==> src/rtl/pipe_pkg.sv <==
// Shared types and constants for the IF->ID pipeline boundary.
package pipe_pkg;

  localparam int unsigned PIPE_DATA_W = 32;
  localparam logic [PIPE_DATA_W-1:0] NOP_WORD_DEFAULT = 32'h0000_0000;

  typedef struct packed {
    logic [PIPE_DATA_W-1:0] ins;
    logic [PIPE_DATA_W-1:0] pc_plus4;
  } if_id_entry_t;

  // Ceiling log2 usable in constant expressions; returns 1 for v <= 2.
  function automatic int unsigned clog2(input int unsigned v);
    int unsigned r;
    r = 0;
    while ((32'd1 << r) < v) r = r + 1;
    return (r == 0) ? 1 : r;
  endfunction

endpackage

==> src/rtl/pipe_fifo_core.sv <==
// In-order storage ring with read/write pointers and an occupancy counter.
module pipe_fifo_core
  import pipe_pkg::*;
#(
  parameter int unsigned W     = 64,
  parameter int unsigned DEPTH = 2,
  parameter int unsigned PTR_W = clog2(DEPTH),
  parameter int unsigned CNT_W = PTR_W + 1
) (
  input  logic             clk,
  input  logic             rst_n,
  input  logic             i_push,
  input  logic             i_pop,
  input  logic             i_clear,
  input  logic [W-1:0]     i_wdata,
  output logic [W-1:0]     o_rdata,
  output logic [CNT_W-1:0] o_count
);

  logic [W-1:0]     r_mem [DEPTH];
  logic [PTR_W-1:0] r_wr_ptr;
  logic [PTR_W-1:0] r_rd_ptr;
  logic [CNT_W-1:0] r_count;

  // Pointers wrap naturally since DEPTH is a power of two.
  always_ff @(posedge clk) begin
    if (!rst_n) begin
      r_wr_ptr <= '0;
      r_rd_ptr <= '0;
      r_count  <= '0;
    end else if (i_clear) begin
      r_rd_ptr <= r_wr_ptr;
      r_count  <= '0;
    end else begin
      if (i_push) r_wr_ptr <= r_wr_ptr + PTR_W'(1);
      if (i_pop)  r_rd_ptr <= r_rd_ptr + PTR_W'(1);
      case ({i_push, i_pop})
        2'b10:   r_count <= r_count + CNT_W'(1);
        2'b01:   r_count <= r_count - CNT_W'(1);
        default: r_count <= r_count;
      endcase
    end
  end

  always_ff @(posedge clk) begin
    if (i_push && !i_clear) r_mem[r_wr_ptr] <= i_wdata;
  end

  assign o_rdata = r_mem[r_rd_ptr];
  assign o_count = r_count;

endmodule

==> src/rtl/fetch_decode_queue.sv <==
// IF->ID queue: valid/ready handshake, flush priority and NOP substitution
// around an in-order storage ring.
module fetch_decode_queue
  import pipe_pkg::*;
#(
  parameter int unsigned         DATA_W   = 32,
  parameter int unsigned         DEPTH    = 2,
  parameter logic [DATA_W-1:0]   NOP_WORD = DATA_W'(NOP_WORD_DEFAULT)
) (
  input  logic                    clk,
  input  logic                    rst_n,
  input  logic [DATA_W-1:0]       ins_f,
  input  logic [DATA_W-1:0]       pc_plus4_f,
  input  logic                    valid_f,
  output logic                    ready_f,
  input  logic                    flush,
  input  logic                    stall_d,
  output logic [DATA_W-1:0]       ins_d,
  output logic [DATA_W-1:0]       pc_plus4_d,
  output logic                    valid_d,
  output logic [clog2(DEPTH):0]   count
);

  localparam int unsigned PTR_W = clog2(DEPTH);
  localparam int unsigned CNT_W = PTR_W + 1;
  localparam int unsigned ENT_W = 2 * DATA_W;

  logic [CNT_W-1:0] w_count;
  logic [ENT_W-1:0] w_head;
  logic             w_ready;
  logic             w_valid;
  logic             w_push;
  logic             w_pop;

  // Ready depends only on occupancy, so a full queue refuses even while popping.
  assign w_ready = (w_count != CNT_W'(DEPTH));
  assign w_valid = (w_count != '0);
  assign w_push  = valid_f & w_ready & ~flush;
  assign w_pop   = w_valid & ~stall_d & ~flush;

  pipe_fifo_core #(
    .W     (ENT_W),
    .DEPTH (DEPTH),
    .PTR_W (PTR_W),
    .CNT_W (CNT_W)
  ) u_core (
    .clk     (clk),
    .rst_n   (rst_n),
    .i_push  (w_push),
    .i_pop   (w_pop),
    .i_clear (flush),
    .i_wdata ({ins_f, pc_plus4_f}),
    .o_rdata (w_head),
    .o_count (w_count)
  );

  assign ready_f    = w_ready;
  assign valid_d    = w_valid;
  assign count      = w_count;
  assign ins_d      = w_valid ? w_head[ENT_W-1:DATA_W] : NOP_WORD;
  assign pc_plus4_d = w_valid ? w_head[DATA_W-1:0]     : '0;

endmodule

==> config.mk <==
export PLATFORM = sky130hd
export DESIGN_NAME = fetch_decode_queue
export DESIGN_NICKNAME = d
export VERILOG_FILES = /design/src/rtl/pipe_pkg.sv /design/src/rtl/pipe_fifo_core.sv /design/src/rtl/fetch_decode_queue.sv
export SDC_FILE = /design/constraint.sdc
export NUM_CORES = 1
export LEC_CHECK = 0
export ABC_CLOCK_PERIOD_IN_PS = 4100
export CAP_MARGIN = 15
export CORE_MARGIN = 8
export CORE_UTILIZATION = 30
export CTS_CLUSTER_DIAMETER = 30
export DETAILED_ROUTE_END_ITERATION = 10
export SLEW_MARGIN = 20
export SYNTH_ARGS = -nofsm -noshare
export SYNTH_HDL_FRONTEND = slang
export SYNTH_SLANG_ARGS = --single-unit
==> constraint.sdc <==
create_clock -name clk -period 4.1 [get_ports clk]
set_input_delay 0.615 -clock clk [delete_from_list [all_inputs] [get_ports clk]]
set_output_delay 0.615 -clock clk [all_outputs]
set_load 0.01 [all_outputs]
== After elaboration in Yosys (flattened, before gate mapping) ==
Memory sizes are Yosys's and may differ from the RTL's. A register that Yosys moved wholly into a read port is not among the register bits.
Index checks and enable logic that the tools add are counted.

* Add/sub/neg operators: 4
* Equal/unequal tests: 3
* Muxes and demuxes: 9
* Bitwise logic cells: 7
* Reductions and logical operators: 7

{| class="wikitable"
|+ Operators with widths
! kind !! number
|-
| 32-bit two-way mux || 2
|-
| 1-bit two-way mux || 6
|-
| 2-bit nonzero test || 3
|-
| 1-bit bitwise AND || 4
|-
| 2-bit one-hot mux with 2 select lines || 1
|-
| 1-bit inverter || 3
|-
| 1-bit adder, second input constant || 2
|-
| 2-bit by 1-bit adder with 2-bit output, second input constant || 1
|-
| 2-bit by 1-bit == test with 1-bit output, second input constant || 1
|-
| 2-bit == test, second input constant || 1
|-
| 2-bit != test, second input constant || 1
|-
| 2-bit AND reduction || 1
|-
| 2-bit OR reduction || 1
|-
| 2-bit by 1-bit subtractor with 2-bit output, second input constant || 1
|-
| 1-bit logical AND || 1
|-
| 1-bit zero test || 1
|}

* Register bits: 4
* Bits in writable memories: 128
* Input bits: 69
* Output and inout bits: 68
* Word-level logic and storage cells: 34
* Memories: 1

{| class="wikitable"
|+ Memory list
! memory !! words !! width !! read ports !! clocked after memory_dff !! wr ports !! RTL line !! text
|-
| u_core.r_mem || 2 || 64 || 1 || 1 || 1 || pipe_fifo_core.sv:20 || <nowiki>logic [W-1:0] r_mem [DEPTH];</nowiki>
|}

== Logic depth before layout (Yosys ltp) ==
* Depth in word-level cells: 7
* Mapped depth: 7
* Mapped depth without buffers: 6

== Modules after synthesis ==
Synthesis repeated with hierarchy kept, for this count alone.

* Cell total of the unflattened synthesis: 297
* Area, all modules: 5352.6 µm²

{| class="wikitable"
|+ Modules (own cells, without submodules)
! module !! instances !! cells each !! area an instance (µm²) !! seq. area each (µm²)
|-
| pipe_fifo_core || 1 || 222 || 4859.7 || 3943.8
|-
| fetch_decode_queue || 1 || 75 || 493.0 || 0.0
|}

== Worst setup path before layout ==
Ideal clock, no wire load.

* Kind: input port to flip-flop
* Start: input flush
* End: memory u_core.r_mem[1][0] (enable)
* Library setup time: 0.486 ns
* Data arrival time: 3.534 ns
* Required time: 3.614 ns
* Setup slack: 0.080 ns
* Stages: 3
* Buffers on the path: 0
* Cell sequence: inv_1 nand3_1 nor2_1

* Cells in the longest elaborated chain, start to end: 5
* Elaborated cells between the ends (all ways): 6
* Classes of those cells: mux: 2; bitwise: 2; reduce/logical: 2

{| class="wikitable"
|+ RTL lines
! what !! RTL line !! text
|-
| start, declared || fetch_decode_queue.sv:16 || <nowiki>input logic flush,</nowiki>
|-
| 1-bit inverter (no line) || -- ||
|-
| 1-bit bitwise AND || fetch_decode_queue.sv:38 || <nowiki>assign w_push = valid_f & w_ready & ~flush;</nowiki>
|-
| 1-bit logical AND (*) || pipe_fifo_core.sv:46 || <nowiki>if (i_push && !i_clear) r_mem[r_wr_ptr] <= i_wdata;</nowiki>
|-
| 1-bit two-way mux (*) || pipe_fifo_core.sv:46 ||
|-
| 1-bit two-way mux (not written as such) (*) || pipe_fifo_core.sv:46 ||
|-
| end, declared || pipe_fifo_core.sv:20 ||
|}

Mark *: on every way between the ends. The rest lies on a longest branch, timed or not.

==> impl_results.md <==
- Hold Crit Depth: 2
- Drt via density: 4.288
- Area Overhead vs Synth: 44.29%
- Fin. Hold Viols: 0
- YS warnings: 0
- Max Buffers Root-to-Sink: 2
- I/O Pins: about 140
- Cells after Synth: 300
- Vias: 2907
- Crit Path Max Fanout: 39
- F_max: around 340 MHz
- Crit Path Class: reg2out
- Worst Path Required: 3480 ps
- Fin crit period: around 3000 ps
- Max Cap Viol: 0
- HP Class: reg2reg
- Crit path buffers/inverters: 2
- Final Slew Violations: 0
- # DRC: 0
- Crit Reg-Reg Endpoint: u_core.r_mem[1][2]
- Fin crit share: 0.7253
- H-tree depth: 4
- CP startpoint kind: flip-flop
- Crit-path slowest cell: dfxtp_4
- CP top delay family: flip-flops
- Endpoint class of the critical path: output pin
- Routability cong.: about 0.73
- Routed WL: ~11000 um
- Final net count: approximately 500
- Antenna viol nets, final: 0
- Total power: 3.326 mW
- Ranking of synthesized cells by area: edfxtp_1 (76%), mux2i_1 (13%), nor2_1 (5.0%), dfxtp_1 (2.0%), buf_4 (0.89%)
- Cell Chain, Critical Path: buf_12, mux2i_1, nor2_1, clkdlybuf4s50_1
- Synth Register Bits: about 130
- Setup TNS: 0 ps
- Syn_area_per_cell: around 17 um^2
- Largest net degree at the start of global routing: 65
- Clk sink count: about 130
- Wire length per cell: 16.01 um
- Sequential fraction of the synthesis area: 0.7808
- Worst Skew: around 5.2 ps
- P per Cell Area: approximately 460 nW/um^2
- DR pass1 iterations: 4
- Die Span Y: ~150 um
- Clock buffer count from CTS: 17
- Final setup violation count: 0
- Post-CTS sizing: 0
- Area of the die: roughly 21000 um^2
- Root buffer cell: clkbuf_16
- Worst slew pin tran: slightly below 900 ps
- Std-Cell Rows: 47
- Reg2reg path depth: 4
- Number of flops mapped to enable cells by yosys: 128
- Clock tree from TritonCTS: done
- Static Leak: about 2.4 nW
- RSZ-0062 raised after global routing: no
- Synth area leader: edfxtp_1
- Core ar.: 16520 um^2
- Synthesized area: 5051 um^2
- Delay of the slowest critical-path stage: ~800 ps
- Clk_lat worst skew: 410 ps
- Relative slew slack: 0.4206
- Diode count: 0
- Port bufs: around 140
- Status: completed
- DR iter-0 viols: roughly 140
- Total congestion overflow: 0
- # Post-CTS Setup Buffers: 0
- CTS Hold Buffers Added: 0
- Top FF cell, synth: edfxtp_1
- Setup slack, reg-to-reg: 2010 ps
- Die X: ~150 um
- Final Util: 0.4411
- Vias in the first global route: between 3000 and 4000
- Unique masters post-synth: 22
- R2r startpoint: u_core.o_count[0]
- Clock Pin Slew Worst Setup and Hold Paths: approximately 50 ps
- Arr. time, crit path: approximately 2400 ps
- Max VDD drop: about 0.25 mV
- Synth Net Count: 370
- # fillers: 1465
- Hold Path Origin: u_core.r_rd_ptr
- Top-area cell type share of the netlist area: 0.7610
- Initial Util: 0.3057
- Worst path depth: 4
- First-pass GRT wire length: 17060 um
- Hpwl dp: between 7000 and 8000 um
- Ys async rst share: 0
- Initial antenna violation count: 0
- Gr usage total: 0.1049
- Share of layout cells above drive strength 1: 0.07642
layout make-up:
cell class,count,area [um^2],area share
Sequential cell,133,3948,0.5416
Timing Repair Buffer,140,1429,0.1961
Multi-Input combinational cell,149,1025,0.1406
Clock buffer,20,436.7,0.05991
Tap cell,220,275.3,0.03777
Clock inverter,12,160.2,0.02197
Inverter,4,15.01,0.002060
routing by layer:
| metal | up-vias | GRT usage | wire, um |
|---|---|---|---|
| met5 | - | 0 | 0 |
| met4 | 0 | 0.04217 | 182 |
| met3 | 20 | 0.05597 | 1015 |
| met2 | 99 | 0.1749 | 5317 |
| met1 | 1381 | 0.1090 | 4342 |
| li1 | 1407 | - | - |
worst max path at each step:
stage | from | end | slack [ps]
finish | flip-flop | pc_plus4_d[1] | 1130
global placement | flip-flop | ins_d[31] | 1490
detailed placement | flush | u_core.r_mem[1][10] | 1480
CTS | flip-flop | ins_d[31] | 1040
floorplan | flush | u_core.r_mem[1][0] | 80
global route | flip-flop | ins_d[31] | 980
power breakdown:
| part | internal (mW) | switching, mW | total, mW | leakage (nW) |
|---|---|---|---|---|
| combinational | 0.137 | 0.105 | 0.242 | 0.896 |
| sequential | 1.54 | 0.0230 | 1.56 | 1.22 |
| clock | 1.01 | 0.514 | 1.52 | 0.294 |
cells by family after synthesis:
| logic type | share of synthesized area |
|---|---|
| compound gates | 0.009659 |
| xor+xnor | 0.003469 |
| fa+ha+maj | 0.002477 |
| buf+inv | 0.01932 |
| flops | 0.7808 |
| mux | 0.1268 |
| simple gates | 0.05747 |
registers in the layout, summed over array words and instances, names as in the netlist, named ones only:
name / count
u_core.r_mem: 128
u_core.r_wr_ptr: 1
u_core.o_count: 2
u_core.r_rd_ptr: 1
per-stage QoR:
step                      std cells  setup slack [ps]  area (um^2)  hold slack [ps]
after global placement          646              1486         6691            516.0
final                           678              1126         7288            534.7
after global routing            678             980.7         7288            559.1
after CTS                       678              1037         7288            534.6
after detailed placement        646              1481         6691            521.0
after floorplan                 300             79.72         5051            498.4
cell usage after synthesis, types with 2 or more instances:
| library cell | n |
|---|---|
| a31oi_1 | 2 |
| buf_2 | 6 |
| buf_4 | 6 |
| clkbuf_1 | 2 |
| dfxtp_1 | 5 |
| edfxtp_1 | 128 |
| inv_1 | 4 |
| mux2i_1 | 64 |
| nor2_1 | 67 |
| o21ai_0 | 3 |
| or3_1 | 2 |
layout by cell type, fill, tap and decap left out, types with 2 or more instances in the layout:
master,n
o21ai_0,3
clkdlybuf4s50_1,136
bufinv_16,4
a31oi_1,2
edfxtp_1,128
nor2_4,2
clkbuf_16,17
clkinv_1,3
or3_1,2
inv_1,3
clkbuf_1,3
mux2i_1,64
clkinv_2,4
nor2_1,65
dfxtp_1,4
buf_12,3
tightest hold or removal path, cell delays in order, from the launching register on:
cell	delay (ps)
dfxtp_1	310
o21ai_0	100
a31oi_1	90
No activity file was read; power rests on OpenSTA's default activity.
